## src/rtl/demux_router_4_pkg.sv

```systemverilog
// rtl/demux_router_4_pkg.sv - shared constants and types for the 1-to-4 demux router
package demux_router_4_pkg;

    localparam int DATA_W_DEF = 32;
    localparam int DEPTH_DEF  = 2;
    localparam int NUM_CH     = 4;
    localparam int PTR_W      = $clog2(DEPTH_DEF);

    typedef logic [1:0] ch_sel_t;

    function automatic logic [NUM_CH-1:0] sel_onehot(input ch_sel_t sel);
        return NUM_CH'(1) << sel;
    endfunction

endpackage

```

## src/rtl/demux_router_4_sync_fifo_ch.sv

```systemverilog
// rtl/demux_router_4_sync_fifo_ch.sv - single-clock per-channel FIFO with count and sync reset
module sync_fifo_ch
    import demux_router_4_pkg::*;
#(
    parameter int DATA_W = DATA_W_DEF,
    parameter int DEPTH  = DEPTH_DEF,
    localparam int AW    = $clog2(DEPTH),
    localparam int CW    = AW + 1
) (
    input  logic              clk_i,
    input  logic              reset_i,
    input  logic              push_i,
    input  logic [DATA_W-1:0] data_i,
    input  logic              pop_i,
    output logic [DATA_W-1:0] data_o,
    output logic              full_o,
    output logic              empty_o,
    output logic [CW-1:0]     count_o
);

    localparam logic [CW-1:0] FULL_CNT = CW'(DEPTH);

    logic [DATA_W-1:0] mem_q [DEPTH];
    logic [AW-1:0]     wr_ptr_q, wr_ptr_d;
    logic [AW-1:0]     rd_ptr_q, rd_ptr_d;
    logic [CW-1:0]     count_q, count_d;
    logic              do_push, do_pop;

    assign full_o  = (count_q == FULL_CNT);
    assign empty_o = (count_q == '0);
    assign count_o = count_q;
    assign data_o  = mem_q[rd_ptr_q];

    // Gating here keeps the FIFO safe even if a caller misbehaves.
    assign do_push = push_i && !full_o;
    assign do_pop  = pop_i && !empty_o;

    always_comb begin
        wr_ptr_d = wr_ptr_q;
        rd_ptr_d = rd_ptr_q;
        count_d  = count_q;
        if (do_push) begin
            wr_ptr_d = wr_ptr_q + AW'(1);
        end
        if (do_pop) begin
            rd_ptr_d = rd_ptr_q + AW'(1);
        end
        case ({do_push, do_pop})
            2'b10:   count_d = count_q + CW'(1);
            2'b01:   count_d = count_q - CW'(1);
            default: count_d = count_q;
        endcase
    end

    // Storage is cleared on reset so the head word reads zero afterwards.
    always_ff @(posedge clk_i) begin
        if (reset_i) begin
            wr_ptr_q <= '0;
            rd_ptr_q <= '0;
            count_q  <= '0;
            for (int i = 0; i < DEPTH; i++) begin
                mem_q[i] <= '0;
            end
        end else begin
            wr_ptr_q <= wr_ptr_d;
            rd_ptr_q <= rd_ptr_d;
            count_q  <= count_d;
            if (do_push) begin
                mem_q[wr_ptr_q] <= data_i;
            end
        end
    end

    a_no_push_full: assert property (@(posedge clk_i) disable iff (reset_i) !(push_i && full_o));
    a_no_pop_empty: assert property (@(posedge clk_i) disable iff (reset_i) !(pop_i && empty_o));
    a_count_max:    assert property (@(posedge clk_i) count_q <= FULL_CNT);

endmodule

```

## src/rtl/demux_router_4.sv

```systemverilog
// rtl/demux_router_4.sv - registered 1-to-4 demultiplexer steering words into per-channel FIFOs
module demux_router_4
    import demux_router_4_pkg::*;
#(
    parameter int DATA_W = DATA_W_DEF,
    parameter int DEPTH  = DEPTH_DEF
) (
    input  logic              CLK,
    input  logic              RESET,
    input  logic              in_valid,
    output logic              in_ready,
    input  logic [DATA_W-1:0] in_data,
    input  ch_sel_t           in_sel,
    output logic [NUM_CH-1:0] out_valid,
    input  logic [NUM_CH-1:0] out_ready,
    output logic [DATA_W-1:0] out_data0,
    output logic [DATA_W-1:0] out_data1,
    output logic [DATA_W-1:0] out_data2,
    output logic [DATA_W-1:0] out_data3,
    output logic              busy
);

    localparam int CW = $clog2(DEPTH) + 1;

    logic [NUM_CH-1:0] full;
    logic [NUM_CH-1:0] empty;
    logic [NUM_CH-1:0] push;
    logic [NUM_CH-1:0] pop;
    logic [DATA_W-1:0] head  [NUM_CH];
    logic [CW-1:0]     count [NUM_CH];

    // Readiness looks only at the selected channel's registered fullness,
    // so a same-cycle pop never frees space for a push.
    assign in_ready = !full[in_sel];
    assign push     = (in_valid && in_ready) ? sel_onehot(in_sel) : '0;
    assign pop      = out_valid & out_ready;
    assign busy     = |(~empty);

    for (genvar g = 0; g < NUM_CH; g++) begin : g_ch
        sync_fifo_ch #(
            .DATA_W (DATA_W),
            .DEPTH  (DEPTH)
        ) u_fifo (
            .clk_i   (CLK),
            .reset_i (RESET),
            .push_i  (push[g]),
            .data_i  (in_data),
            .pop_i   (pop[g]),
            .data_o  (head[g]),
            .full_o  (full[g]),
            .empty_o (empty[g]),
            .count_o (count[g])
        );

        assign out_valid[g] = (count[g] != '0);
    end

    assign out_data0 = head[0];
    assign out_data1 = head[1];
    assign out_data2 = head[2];
    assign out_data3 = head[3];

endmodule

```

## config.mk

```make
export PLATFORM = sky130hd
export DESIGN_NAME = demux_router_4
export DESIGN_NICKNAME = d
export VERILOG_FILES = /design/src/rtl/demux_router_4_pkg.sv /design/src/rtl/demux_router_4_sync_fifo_ch.sv /design/src/rtl/demux_router_4.sv
export SDC_FILE = /design/constraint.sdc
export NUM_CORES = 1
export LEC_CHECK = 0
export ABC_AREA = 1
export BUFFER_PORTS_ARGS = -buffer_cell sky130_fd_sc_hd__buf_4
export CAP_MARGIN = 0
export CORE_ASPECT_RATIO = 0.9
export CORE_UTILIZATION = 35
export CTS_CLUSTER_SIZE = 28
export DETAILED_ROUTE_END_ITERATION = 8
export PLACE_DENSITY = 0.64
export SYNTH_ARGS = -nofsm -noshare
export SYNTH_HDL_FRONTEND = slang
export SYNTH_HIERARCHICAL = 1
export SYNTH_SLANG_ARGS = --single-unit
```

## constraint.sdc

```tcl
create_clock -name CLK -period 3.3 [get_ports CLK]
set_input_delay 0.33 -clock CLK [delete_from_list [all_inputs] [get_ports CLK]]
set_output_delay 0.33 -clock CLK [all_outputs]
set_load 0.1 [all_outputs]
```

==> results of run 1 <==
[tightest hold or removal path, stage by stage]
cell and delay [ns]:
buf_4 0.12, inv_1 0.06, nor2_1 0.09
[final cells by class]
| cell class | count | area, um^2 |
|---|---|---|
| timing repair buffer | 194 | 1456 |
| clock buffer | 33 | 740.7 |
| multi-input combinational | 521 | 3532 |
| inverter | 161 | 604.3 |
| clock inverter | 21 | 212.7 |
| sequential | 276 | 8088 |
| tap | 469 | 586.8 |
| fill | 3268 | 19990 |
[how the worst max path moves through the flow]
stage                                          from                     endpoint  cells past startpoint
final                     g_ch[0].u_fifo/count_o[0]  g_ch[0].u_fifo/mem_q[1][16]                     12
after global routing      g_ch[1].u_fifo/count_o[0]  g_ch[0].u_fifo/mem_q[1][10]                     12
after CTS                 g_ch[0].u_fifo/count_o[0]  g_ch[0].u_fifo/mem_q[1][10]                     12
after detailed placement  g_ch[0].u_fifo/count_o[0]  g_ch[0].u_fifo/mem_q[1][22]                     12
after global placement    g_ch[1].u_fifo/count_o[0]  g_ch[0].u_fifo/mem_q[1][19]                     12
after floorplan           g_ch[1].u_fifo/count_o[0]   g_ch[3].u_fifo/mem_q[0][0]                     11
[metal layers]
| metal | GRT usage (%) | vias up | wire [um] |
|---|---|---|---|
| met3 | 4.056 | 37 | 1940 |
| met5 | 0 | - | 0 |
| met2 | 27.35 | 185 | 14470 |
| met1 | 19.11 | 3671 | 12030 |
| li1 | - | 3649 | - |
| met4 | 3.242 | 0 | 504 |
[flip-flops by register name, summed over array words and instances, names as in the netlist, named ones only]
name                  flops
g_ch.u_fifo/count_o       8
g_ch.u_fifo/wr_ptr_q      4
g_ch.u_fifo/rd_ptr_q      4
g_ch.u_fifo/mem_q       256
[power groups by stage]
stage	logic, mW	registers (mW)	clock network (mW)
3_3_place_gp	1.44	4.09	0
3_5_place_dp	1.45	4.10	0
6_report	1.44	4.02	3.27
5_1_grt	1.50	4.04	3.49
4_1_cts	1.46	4.02	3.35
2_1_floorplan	1.09	4.08	0
[kinds of logic after synthesis]
group,Yosys count
AOI/OAI and AO/OA,16
buffers and inverters,201
muxes,128
and+or+nand+nor,373
DFF,276
adders and majority gates,4
[cells in the mapped netlist, types with 7 or more instances]
master,n,area (um^2)
edfxtp_1,256,7687
nor2_1,158,593.1
inv_1,156,585.6
nor2_2,140,875.8
mux2_2,120,1351
nand2_1,43,161.4
buf_6,24,270.3
dfxtp_1,20,400.4
buf_4,12,90.09
mux2_1,8,90.09
o21ai_0,8,40.04
nand4_1,7,43.79
[per-stage QoR]
| stage | setup WS (ns) | hold slack (ns) | utilization [%] | total power, mW |
|---|---|---|---|---|
| 5_1_grt | 0.7352 | 0.1397 | 43.22 | 9.020 |
| 3_3_place_gp | 0.9795 | 0.4803 | 40.52 | 5.532 |
| 4_1_cts | 0.8956 | 0.1327 | 43.22 | 8.824 |
| 6_report | 0.9250 | 0.1550 | 43.22 | 8.724 |
| 2_1_floorplan | 0.8468 | 0.4669 | - | 5.178 |
| 3_5_place_dp | 0.9112 | 0.4895 | 40.52 | 5.547 |
==> impl_metrics.py, run 1 <==
metrics = {
    "cells_and_area": {
        "fin_cells": 1675,
        "syn2layout_area_growth_pct": 20.80,
        "mostFrequentLayoutCell": "edfxtp_1",
        "layout-drive-gt1-share_pct": 42.95,
        "final_cell_mix": "256 x edfxtp_1, 194 x buf_4, 158 x nor2_1, 156 x inv_1, 140 x nor2_2",
        "nets": 1228,
        "final_area_mm2": 0.01522,
        "diodes": 0,
    },
    "timing": {
        "tns_ns": 0,
        "rsz0062_at_grt": "false",
        "final.period_utilization_pct": 71.97,
        "setup_violations": 0,
        "finalMaxSlewViolations": 0,
        "fmaxAchievable_mhz": 421.1,
        "maxSlewHeadroom_pct": 60.01,
        "finalHoldViolCount": 0,
        "worst_pin_slew_ns": 0.5999,
        "finClkSkew_ns": 0.01702,
        "min_period_ns": 2.375,
    },
    "worst_setup_path": {
        "required_ns": 3.50,
        "crit_type": "flip-flop to flip-flop",
        "path_cells": "nor2_2, nand2_1, nand2_2, inv_1, nand4_1, inv_1, inv_1, nor2_4, nand3_4, buf_4, nand2_1, buf_4",
        "cp_top_family": "buffers and inverters",
        "arrival_ns": 2.57,
        "critical_path.max_fanout": 33,
        "rr_worst_depth": 12,
        "path_common_cell": "inv_1",
        "worst_path_largest_cell_delay_ns": 0.46,
        "r2r_setup_slack_ns": 0.93,
        "endpoint_kind": "flip-flop",
        "worst-path-buf-inv": 5,
        "r2r-start": "g_ch[0].u_fifo/count_o[0]",
        "cp-start-kind": "flip-flop",
        "timing.rr.end": "g_ch[0].u_fifo/mem_q[1][16]",
        "cpMaxStageDelayCell": "dfxtp_1",
    },
    "logic_synthesis": {
        "syn_avg_cell_area_um2": 12.62,
        "synth_mux_area_share_pct": 11.44,
        "async_flop_share_pct": 0,
        "yosys.area_share.simple_pct": 15.48,
        "synth_cells": 998,
        "synth_xor_xnor_area_share_pct": 0,
        "syn_area_mm2": 0.01260,
        "post_synth_fa_ha_maj_area_fraction_pct": 0.3972,
        "synth_ff_type": "edfxtp_1",
        "synth_edf_count": 256,
        "synth-seq-area-share_pct": 64.19,
        "syn-num-nets": 1043,
        "synth_top_family_by_area": "simple AND/OR/NAND/NOR gates",
        "yosysWarnings": 6,
        "yosysUniqueCellTypes": 26,
        "synth_compound_area_share_pct": 0.7150,
        "synth-seq-cells": 276,
    },
    "drt": {
        "routed_via_density": 4.503,
        "drt_first_pass_iters": 5,
        "drt_iter0_drc": 380,
        "wl_per_cell_um": 17.28,
        "wirelength_um": 28940,
        "drc": 0,
        "vias": 7542,
        "ant_nets": 0,
    },
    "cts": {
        "cts_root_buf": "clkbuf_16",
        "cts_resized": 0,
        "clkSinkCount": 276,
        "cts_tree": "done",
        "cts_buffers": 29,
        "clock_latency_ns": 0.55,
        "ctsHoldBuffers": 0,
        "cts.htree.levels": 1,
        "ctsLongestPathBuffers": 3,
        "path_clk_slew_ns": 0.06,
        "post_cts_buffers": 0,
    },
    "power": {
        "p_seq_share_pct": 46.1,
        "p_comb_share_pct": 16.5,
        "internal-power_mw": 6.196,
        "clkPwrFrac_pct": 37.4,
        "peakVddDrop_v": 0.0003675,
        "p_per_area_mw_per_mm2": 573.2,
        "swShare_pct": 28.98,
        "p_leak_nw": 6.439,
        "p_sw_mw": 2.528,
    },
    "floorplanning": {
        "die_w_um": 202.0,
        "die_area_mm2": 0.03676,
        "fp.dieH_um": 182.0,
        "core.rowCount": 65,
        "core_area_mm2": 0.03522,
        "ios": 175,
        "start_util_pct": 35.78,
    },
    "global_routing": {
        "grt_pass1_vias": 7499,
        "antenna_found_initial": 0,
        "grt_pass1_wl_um": 43460,
        "grt_overflow_total": 0,
        "grt_use_total_pct": 15.56,
        "grt_max_degree": 34,
    },
    "place": {
        "numPortBuffers": 174,
        "postPlaceCellArea_mm2": 0.01427,
        "hpwl_um": 19830,
        "placed_cells": 1621,
        "routabilityCongestion": 0.7965,
    },
    "hold_path": {
        "hold_path.class": "input port to flip-flop",
        "hold_start": "in_data[13]",
        "hold_end": "g_ch[1].u_fifo/mem_q[1][13]",
        "min_path_cells": 3,
    },
    "run_status": {
        "outcome": "complete, no violations",
    },
    "flow_run": {
        "drv_cap": 0,
    },
}
Note: power is estimated with default switching activity, not from simulation.
==> run 2, diff against run 1 <==
==> constraint.sdc (replaced) <==
create_clock -name CLK -period 2.3 [get_ports CLK]
set_input_delay 0.23 -clock CLK [delete_from_list [all_inputs] [get_ports CLK]]
set_output_delay 0.23 -clock CLK [all_outputs]
set_load 0.1 [all_outputs]
==> impl_metrics.py, run 2 (synthesis gave the netlist of run 1 again) <==
metrics = {
    "worst_setup_path": {
        "path_common_cell": "buf_4",
        "r2r_setup_slack_ns": 0.31,
        "r2r-start": "g_ch[1].u_fifo/count_o[1]",
        "arrival_ns": 1.98,
        "worst_path_largest_cell_delay_ns": 0.44,
        "rr_worst_depth": 12,
        "endpoint_kind": "output pin",
        "cpMaxStageDelayCell": "mux2_2",
        "critical_path.max_fanout": 32,
        "path_cells": "buf_4, mux2_2, buf_4",
        "timing.rr.end": "g_ch[0].u_fifo/mem_q[1][21]",
        "crit_type": "flip-flop to output pin",
        "required_ns": 2.07,
        "cp-start-kind": "flip-flop",
    },
    "timing": {
        "setup_violations": 0,
        "finalMaxSlewViolations": 0,
        "finClkSkew_ns": 0.01702,
        "timing.final.ws_setup_ns": 0.09314,
        "finalHoldViolCount": 0,
        "maxSlewHeadroom_pct": 67.33,
        "worst_pin_slew_ns": 0.4901,
        "rsz0062_at_grt": "false",
        "min_period_ns": 2.207,
        "final.period_utilization_pct": 95.95,
        "tns_ns": 0,
        "fmaxAchievable_mhz": 453.1,
    },
    "place": {
        "numPortBuffers": 174,
        "place_ws_ns": 0.2850,
        "placed_cells": 1623,
        "hpwl_um": 19930,
        "postPlaceCellArea_mm2": 0.01445,
        "routabilityCongestion": 0.8183,
    },
    "drt": {
        "drt_first_pass_iters": 5,
        "wirelength_um": 29290,
        "wl_per_cell_um": 17.47,
        "vias": 7601,
        "routed_via_density": 4.535,
        "drt_iter0_drc": 353,
        "drc": 0,
        "ant_nets": 0,
    },
    "global_routing": {
        "antenna_found_initial": 0,
        "grt_use_total_pct": 15.94,
        "grt_pass1_wl_um": 44440,
        "grt_pass1_vias": 7585,
        "grt_max_degree": 34,
        "grt_overflow_total": 0,
    },
    "cells_and_area": {
        "largest-register": "g_ch.u_fifo/mem_q",
        "utilization_pct": 43.76,
        "syn2layout_area_growth_pct": 22.31,
        "layout-drive-gt1-share_pct": 43.83,
        "mostFrequentLayoutCell": "edfxtp_1",
        "final_cell_mix": "256 x edfxtp_1, 184 x buf_4, 158 x nor2_1, 156 x inv_1, 140 x nor2_2",
        "diodes": 0,
        "largest_reg_flops": 256,
        "fin_cells": 1676,
        "nets": 1231,
        "final_area_mm2": 0.01541,
        "nFillCells": 3282,
    },
    "floorplanning": {
        "die_area_mm2": 0.03676,
        "core.rowCount": 65,
        "core_area_mm2": 0.03522,
        "fp.dieH_um": 182.0,
        "start_util_pct": 35.78,
        "ios": 175,
        "die_w_um": 202.0,
    },
    "power": {
        "p_per_area_mw_per_mm2": 812.3,
        "peakVddDrop_v": 0.0005576,
        "p_leak_nw": 6.509,
    },
    "cts": {
        "cts_root_buf": "clkbuf_16",
        "ctsLongestPathBuffers": 3,
        "cts_tree": "done",
        "clock_latency_ns": 0.56,
        "clkSinkCount": 276,
        "path_clk_slew_ns": 0.06,
        "cts_buffers": 30,
        "cts.htree.levels": 1,
    },
    "hold_path": {
        "min_path_cells": 3,
        "hold_start": "in_data[15]",
        "hold_path.class": "input port to flip-flop",
        "hold_end": "g_ch[0].u_fifo/mem_q[0][15]",
    },
    "flow_run": {
        "drv_cap": 0,
    },
    "run_status": {
        "outcome": "complete, no violations",
    },
}
[run 2: cell types whose count changed in the layout (fill, tap and decap cells not counted), sizes merged]
cell / delta
bufinv: -3
inv: -1
clkbuf: +8
buf: +2
clkinv: -5
[run 2: worst max-delay path by stage]
stage                                    from                     endpoint  depth (start not counted)
floorplan           g_ch[1].u_fifo/count_o[0]   g_ch[3].u_fifo/mem_q[0][0]                         11
global placement    g_ch[0].u_fifo/count_o[0]  g_ch[2].u_fifo/mem_q[0][28]                         11
detailed placement  g_ch[1].u_fifo/count_o[0]  g_ch[2].u_fifo/mem_q[0][28]                         11
CTS                                 flip-flop                out_data0[11]                          3
global route                        flip-flop                out_data1[26]                          3
finish                              flip-flop                out_data0[18]                          3
[run 2: where the power goes]
part           internal, mW  total (mW)  switching, mW
combinational         0.452        2.10           1.65
sequential             5.70        5.77         0.0639
clock                  2.71        4.65           1.94
[run 2: through the flow]
step,hold slack (ns),total power [mW]
after floorplan,0.4497,7.429
after global placement,0.4784,7.975
after detailed placement,0.4863,7.996
after CTS,0.02018,12.67
after global routing,0.02692,12.94
final,0.03678,12.52
[run 2: final cells by class]
| cell class | count | area (um^2) | area share (%) |
|---|---|---|---|
| inverter | 161 | 604.3 | 3.921 |
| timing repair buffer | 196 | 1622 | 10.52 |
| clock inverter | 12 | 91.34 | 0.5927 |
| clock buffer | 41 | 863.3 | 5.602 |
| sequential | 276 | 8092 | 52.50 |
| tap | 469 | 586.8 | 3.808 |
| multi-input combinational | 521 | 3552 | 23.05 |
[run 2: layer usage]
layer  GRT usage (%)  up-vias  routed length, um
li1                -     3645                  -
met1           20.96     3705              12690
met2           27.04      203              14250
met3           2.854       48               1697
met4           4.091        0                657
met5               0        -                  0
[run 2: critical path, delay by kind of cell, from the launching register on]
family / cells / cell delay, ns
buffers and inverters: 2 / 0.64
multiplexers: 1 / 0.44
flip-flops: 1 / 0.31
[run 2: timing repair]
item / CTS / global route
resized for setup: 1 / 0
hold endpoints to repair: 0 / 0
endpoints found under the setup margin: 11 / 0
buffers inserted: 0 / 0
hold buffers: 0 / 0
